## config.mk

```make
export PLATFORM = sky130hd
export DESIGN_NAME = syncram_stream_reader
export DESIGN_NICKNAME = d
export VERILOG_FILES = /design/src/rtl/syncram_reader_pkg.sv /design/src/rtl/syncram_skid_fifo.sv /design/src/rtl/syncram_stream_reader.sv
export SDC_FILE = /design/constraint.sdc
export NUM_CORES = 1
export LEC_CHECK = 0
export BUFFER_PORTS_ARGS = -buffer_cell sky130_fd_sc_hd__buf_2
export CORE_MARGIN = 2
export CORE_UTILIZATION = 45
export DETAILED_ROUTE_END_ITERATION = 12
export PLACE_DENSITY_LB_ADDON = 0.25
export SYNTH_ARGS = -nofsm -noshare
export SYNTH_HDL_FRONTEND = slang
export SYNTH_SLANG_ARGS = --single-unit
```

## constraint.sdc

```tcl
create_clock -name clock0 -period 2.9 [get_ports clock0]
set_input_delay 0.435 -clock clock0 [delete_from_list [all_inputs] [get_ports clock0]]
set_output_delay 0.435 -clock clock0 [all_outputs]
set_load 0.05 [all_outputs]
```

## src/rtl/syncram_reader_pkg.sv

```systemverilog
// rtl/syncram_reader_pkg.sv - shared types and helpers for the syncram stream reader
package syncram_reader_pkg;

    typedef enum logic [1:0] {
        ST_IDLE  = 2'd0,
        ST_ISSUE = 2'd1,
        ST_DRAIN = 2'd2,
        ST_DONE  = 2'd3
    } rd_state_t;

    // Count needs one more bit than the pointer so a full FIFO is representable.
    function automatic int fifo_cnt_w(input int depth);
        return $clog2(depth) + 1;
    endfunction

endpackage

```

## src/rtl/syncram_skid_fifo.sv

```systemverilog
// rtl/syncram_skid_fifo.sv - first-word-fall-through skid FIFO with occupancy count
//
// Ports:
//   clk       clock
//   resetn    synchronous active-low reset, empties the FIFO
//   push      write push_data this cycle
//   push_data entry to store
//   pop       drop the head entry (ignored when empty)
//   head_data current head entry, valid while count != 0
//   count     number of stored entries
module syncram_skid_fifo
    import syncram_reader_pkg::*;
#(
    parameter int DW    = 33,
    parameter int DEPTH = 4,
    localparam int CW   = fifo_cnt_w(DEPTH)
) (
    input  logic          clk,
    input  logic          resetn,
    input  logic          push,
    input  logic [DW-1:0] push_data,
    input  logic          pop,
    output logic [DW-1:0] head_data,
    output logic [CW-1:0] count
);

    localparam int AW = $clog2(DEPTH);

    logic [DW-1:0] mem [DEPTH];
    logic [AW-1:0] wr_ptr;
    logic [AW-1:0] rd_ptr;
    logic          do_pop;

    assign do_pop    = pop && (count != '0);
    assign head_data = mem[rd_ptr];

    always_ff @(posedge clk) begin
        if (push) begin
            mem[wr_ptr] <= push_data;
        end
    end

    // DEPTH is a power of two, so pointers wrap naturally.
    always_ff @(posedge clk) begin
        if (!resetn) begin
            wr_ptr <= '0;
            rd_ptr <= '0;
            count  <= '0;
        end else begin
            if (push) begin
                wr_ptr <= wr_ptr + AW'(1);
            end
            if (do_pop) begin
                rd_ptr <= rd_ptr + AW'(1);
            end
            count <= count + CW'(push) - CW'(do_pop);
        end
    end

    // The reader's credit check must make this unreachable.
    always_ff @(posedge clk) begin
        if (resetn) begin
            assert (!(push && count == CW'(DEPTH)));
        end
    end

endmodule

```

## src/rtl/syncram_stream_reader.sv

```systemverilog
// rtl/syncram_stream_reader.sv - burst reader for a sync RAM read port with valid/ready output
//
// Ports:
//   clock0      clock, also the RAM read-port clock
//   sclr_n      synchronous active-low reset
//   cmd_valid   burst request valid
//   cmd_ready   command accepted (high only when idle)
//   cmd_addr    first word address
//   cmd_len     burst length in words, 0 = empty burst
//   ram_address RAM read address (registered)
//   ram_rden    RAM read enable
//   ram_q       RAM read data, READ_LATENCY cycles after rden
//   out_valid   stream word valid
//   out_ready   downstream accepts the word
//   out_data    stream word
//   out_last    final word of the burst
//   busy        burst in progress
module syncram_stream_reader
    import syncram_reader_pkg::*;
#(
    parameter int WIDTH        = 32,
    parameter int WIDTHAD      = 10,
    parameter int READ_LATENCY = 2,
    parameter int LEN_W        = 16,
    parameter int SKID_DEPTH   = 4
) (
    input  logic               clock0,
    input  logic               sclr_n,
    input  logic               cmd_valid,
    output logic               cmd_ready,
    input  logic [WIDTHAD-1:0] cmd_addr,
    input  logic [LEN_W-1:0]   cmd_len,
    output logic [WIDTHAD-1:0] ram_address,
    output logic               ram_rden,
    input  logic [WIDTH-1:0]   ram_q,
    output logic               out_valid,
    input  logic               out_ready,
    output logic [WIDTH-1:0]   out_data,
    output logic               out_last,
    output logic               busy
);

    localparam int CW = fifo_cnt_w(SKID_DEPTH);
    localparam logic [CW:0] DEPTH_C = (CW+1)'(SKID_DEPTH);

    rd_state_t               state;
    logic [LEN_W-1:0]        remaining;
    logic [READ_LATENCY-1:0] pipe_v;
    logic [READ_LATENCY-1:0] pipe_l;
    logic [CW-1:0]           fifo_count;
    logic [CW-1:0]           inflight;
    logic [WIDTH:0]          head;
    logic                    tail_v;
    logic                    tail_l;
    logic                    fifo_empty;
    logic                    fifo_push;
    logic                    fifo_pop;
    logic                    credit;
    logic                    last_issue;

    assign cmd_ready  = (state == ST_IDLE);
    assign busy       = (state != ST_IDLE);
    assign tail_v     = pipe_v[READ_LATENCY-1];
    assign tail_l     = pipe_l[READ_LATENCY-1];
    assign fifo_empty = (fifo_count == '0);
    assign last_issue = (remaining == LEN_W'(1));

    always_comb begin
        inflight = '0;
        for (int i = 0; i < READ_LATENCY; i++) begin
            inflight = inflight + CW'(pipe_v[i]);
        end
    end

    // Registered counts only: a pop in this cycle frees its slot next cycle.
    assign credit   = ({1'b0, fifo_count} + {1'b0, inflight}) < DEPTH_C;
    assign ram_rden = (state == ST_ISSUE) && credit;

    // When the FIFO is empty the returning RAM word is presented directly, so
    // first data appears the cycle ram_q becomes valid; it is only stored if
    // downstream does not take it straight away.
    assign out_valid = !fifo_empty || tail_v;
    assign out_data  = fifo_empty ? ram_q  : head[WIDTH-1:0];
    assign out_last  = fifo_empty ? tail_l : head[WIDTH];
    assign fifo_pop  = out_ready && !fifo_empty;
    assign fifo_push = tail_v && !(fifo_empty && out_ready);

    syncram_skid_fifo #(
        .DW    (WIDTH + 1),
        .DEPTH (SKID_DEPTH)
    ) u_skid (
        .clk       (clock0),
        .resetn    (sclr_n),
        .push      (fifo_push),
        .push_data ({tail_l, ram_q}),
        .pop       (fifo_pop),
        .head_data (head),
        .count     (fifo_count)
    );

    always_ff @(posedge clock0) begin
        if (!sclr_n) begin
            state       <= ST_IDLE;
            remaining   <= '0;
            ram_address <= '0;
            pipe_v      <= '0;
            pipe_l      <= '0;
        end else begin
            // Stage 0 lines up with the RAM sampling address/rden; the tail
            // stage lines up with ram_q carrying that word.
            pipe_v[0] <= ram_rden;
            pipe_l[0] <= ram_rden && last_issue;
            for (int i = 1; i < READ_LATENCY; i++) begin
                pipe_v[i] <= pipe_v[i-1];
                pipe_l[i] <= pipe_l[i-1];
            end

            case (state)
                ST_IDLE: begin
                    if (cmd_valid) begin
                        ram_address <= cmd_addr;
                        remaining   <= cmd_len;
                        state       <= (cmd_len == '0) ? ST_DONE : ST_ISSUE;
                    end
                end
                ST_ISSUE: begin
                    if (ram_rden) begin
                        ram_address <= ram_address + WIDTHAD'(1);
                        remaining   <= remaining - LEN_W'(1);
                        if (last_issue) begin
                            state <= ST_DRAIN;
                        end
                    end
                end
                ST_DRAIN: begin
                    if (pipe_v == '0 && fifo_empty) begin
                        state <= ST_IDLE;
                    end
                end
                default: begin
                    state <= ST_IDLE;
                end
            endcase
        end
    end

endmodule

```

==> flow_metrics.py <==
metrics = {
    "outcome": {
        "outcome": "completed",
    },
    "drt": {
        "drtPass1Iterations": 4,
        "wl_per_cell_microns": 17.9,
        "drc": 0,
        "drtIter0Drc": 348,
        "wl_microns": 16400,
        "vias_per_cell": 5.50,
        "antenna_left": 0,
        "num_vias": 5039,
    },
    "power": {
        "p_per_area_nw_per_um2": 941,
        "p_comb_share_pct": 39.6,
        "swShare_pct": 41.0,
        "power.share.clock_pct": 26.3,
        "netSwitchingPower_w": 0.00349,
        "p_seq_share_pct": 34.2,
        "peakVddDrop_mv": 0.531,
        "power_w": 0.00852,
        "p_int_w": 0.00502,
        "leakage_nw": 3.40,
    },
    "timing": {
        "hold_viol_final": 0,
        "finalClockSkew_ns": 0.0141,
        "rsz0062_at_grt": "no",
        "maxSlewHeadroom_pct": 40.9,
        "post-route-period-util_pct": 91.4,
        "layout_setup_ws_ns": 0.250,
        "fin_setup_tns_ns": 0,
        "hold-worst-slack_ns": 0.234,
        "drv_slew": 0,
        "tightest_slew_ns": 0.886,
        "setup_viol": 0,
        "fmax_mhz": 377,
        "min_period_ns": 2.65,
    },
    "die": {
        "io_pins": 109,
        "die_area_sq_um": 18100,
        "fp.dieH_microns": 134,
        "fp-row-count": 47,
        "core_region_area_sq_um": 16600,
        "start_util_pct": 46.1,
        "dieWidth_microns": 134,
    },
    "clock_network": {
        "clockRootBuffer": "clkbuf_16",
        "clock-sinks": 173,
        "cts_resized": 0,
        "hold_buffers": 0,
        "numCtsBuffers": 17,
        "worst_skew_pair.late_latency_ns": 0.43,
        "path_clk_slew_ns": 0.07,
        "clockBufferDepth": 2,
        "htree_levels": 4,
        "cts_tree": "built",
        "cts_post_setup_buffers_inserted": 0,
    },
    "global_routing": {
        "antenna_found_initial": 0,
        "overflow": 0,
        "grt_max_degree": 35,
        "grt_pass1_wl_microns": 26200,
        "grt_use_total_pct": 18.9,
        "grt_pass1_vias": 4983,
    },
    "setup_path": {
        "worst_setup_path_start_kind": "flip-flop",
        "setup.worst_path.start": "u_skid.count[0]$_SDFF_PN0_",
        "r2r_end": "remaining[14]$_SDFFE_PN0P_",
        "rr_startpoint": "u_skid.count[0]$_SDFF_PN0_",
        "crit_family": "simple AND/OR/NAND/NOR gates",
        "reg2regPathDepth": 7,
        "cp-endpoint": "ram_rden",
        "path_cells": "ha_1 -> a21o_1 -> and4b_1 -> or2_4 -> and2_1 -> buf_2",
        "crit_slowest_cell": "dfxtp_1",
        "path_max_fanout": 13,
        "path_depth": 6,
        "cpPeakStageDelay_ns": 0.42,
        "critPathKind": "flip-flop to primary output",
        "end_kind": "primary output",
        "crit_required_ns": 2.47,
        "worst-path-buf-inv": 1,
        "reg2reg_setup_slack_ns": 0.64,
        "cp.arrival_ns": 2.21,
    },
    "yosys": {
        "synth_area_sq_um": 7650,
        "synth_cell_types": 71,
        "yosys.area.top_type": "edfxtp_1",
        "synth_seq_area_share_pct": 62.6,
        "synthFlopType": "edfxtp_1",
        "synth_top_area_share_pct": 51.8,
        "ys_seq_elements": 173,
        "syn_inst": 577,
        "avgSynthCellArea_sq_um": 13.3,
        "async_flop_share_pct": 0,
        "yosys-top-cells-area": "edfxtp_1, dfxtp_1, mux4_2, nand2_1, ha_1",
        "yosysWarnings": 0,
        "syn-num-nets": 651,
        "synth-edff-count": 132,
    },
    "placement": {
        "place_congestion": 0.797,
        "dp_slack_ns": 0.668,
        "io_buffer_count": 108,
        "dp_hpwl_microns": 10400,
    },
    "hold_path": {
        "hp-class": "input port to flip-flop",
    },
    "cells_and_area": {
        "drive_above_1_share_pct": 30.1,
        "fillers": 1410,
        "syn_to_final_growth_pct": 18.3,
        "nNetsFinal": 758,
        "diodes": 0,
    },
    "run": {
        "cap_viol_max_count": 0,
    },
}
-- layer usage --
| metal | GRT usage, % | vias to the layer above | share of wire (%) |
|---|---|---|---|
| li1 | - | 2386 | - |
| met1 | 25.0 | 2464 | 44 |
| met2 | 30.8 | 171 | 49 |
| met3 | 4.50 | 18 | 5.3 |
| met4 | 6.32 | 0 | 1.3 |
| met5 | 0 | - | 0 |
-- how the worst min path moves through the flow --
stage,from,end,slack [ns],cells past startpoint
2_1_floorplan,pipe_l[0]$_SDFF_PN0_,pipe_l[1]$_SDFF_PN0_,0.41,1
3_3_place_gp,pipe_l[0]$_SDFF_PN0_,pipe_l[1]$_SDFF_PN0_,0.42,1
3_5_place_dp,pipe_l[0]$_SDFF_PN0_,pipe_l[1]$_SDFF_PN0_,0.43,1
4_1_cts,ram_q[20],u_skid.mem[2][20]$_DFFE_PP_,0.22,1
5_1_grt,ram_q[7],u_skid.mem[2][7]$_DFFE_PP_,0.22,1
6_report,ram_q[7],u_skid.mem[2][7]$_DFFE_PP_,0.23,1
-- registers in the layout, summed over array words and instances (netlist names), named ones only --
signal,cells
u_skid.mem,132
state,2
u_skid.rd_ptr,2
u_skid.wr_ptr,2
ram_address,10
remaining,16
pipe_v,2
u_skid.count,3
pipe_l,2
-- stage by stage --
| step | cell area [sq um] | util, % | instances |
|---|---|---|---|
| after CTS | 9050 | 54.5 | 917 |
| final | 9050 | 54.5 | 917 |
| after global routing | 9050 | 54.5 | 917 |
| after global placement | 8460 | 51.0 | 885 |
| after floorplan | 7650 | - | 577 |
| after detailed placement | 8460 | 51.0 | 885 |
-- power groups by stage --
stage	sequential (W)	combinational [W]	clock, W
finish	0.00291	0.00337	0.00224
floorplan	0.00296	0.00259	0
detailed placement	0.00296	0.00339	0
global placement	0.00295	0.00336	0
global route	0.00293	0.00362	0.00238
CTS	0.00291	0.00340	0.00228
-- final cells by class --
| cell class | count | area, sq um | area share, % |
|---|---|---|---|
| sequential | 173 | 4790 | 52.9 |
| multi-input combinational | 357 | 2650 | 29.3 |
| timing repair buffer | 121 | 688 | 7.61 |
| clock buffer | 17 | 425 | 4.70 |
| tap | 220 | 275 | 3.04 |
| clock inverter | 15 | 164 | 1.81 |
| inverter | 14 | 52.6 | 0.581 |
-- kinds of logic (layout without fill, tap and decap cells) --
logic type,after synthesis,in the layout,synth area share (%)
AO/OA/AOI/OAI,84,84,8.25
XOR/XNOR,6,6,0.687
AND/OR/NAND/NOR,222,222,13.8
flip-flops,173,173,62.6
multiplexers,33,33,9.72
adder cells (fa/ha/maj),12,12,2.06
buffers and inverters,47,167,2.88
-- placed cells by master (no fill, tap or decap), types with 7 or more instances in the layout --
cell,instances
mux4_2,33
a311oi_1,7
o21ai_0,9
edfxtp_1,132
dfxtp_1,39
nor2_1,26
nor4_1,7
ha_1,11
inv_1,13
buf_2,108
nand2_1,128
buf_4,9
clkbuf_16,17
and2_1,7
a21oi_1,19
-- Yosys cell counts, drive strengths merged (2+ instances only) --
cell type,count
buf,17
a21oi,20
a211oi,5
nand3,6
a31o,2
nand4,5
edfxtp,132
o22ai,3
nand2,128
o221a,3
nor4,9
a31oi,2
nor3,10
clkbuf,16
nand2b,5
a311o,2
a221oi,3
mux4,33
a21o,2
o31ai,3
or2,3
inv,14
ha,11
or3,3
xor2,3
xnor2,3
o21ai,11
o31a,2
nor2,28
a311oi,7
dfxtp,41
and2,11
or4,2
o21a,6
and3,6
-- worst reg2reg max path, stage by stage, from the launching register on --
cell and delay [ns]:
dfxtp_1 0.42, ha_1 0.27, a21o_1 0.18, and4b_1 0.23, o31ai_2 0.45, buf_4 0.32, nor2_1 0.08, o221a_1 0.21
(Power assumes the default switching activity.)
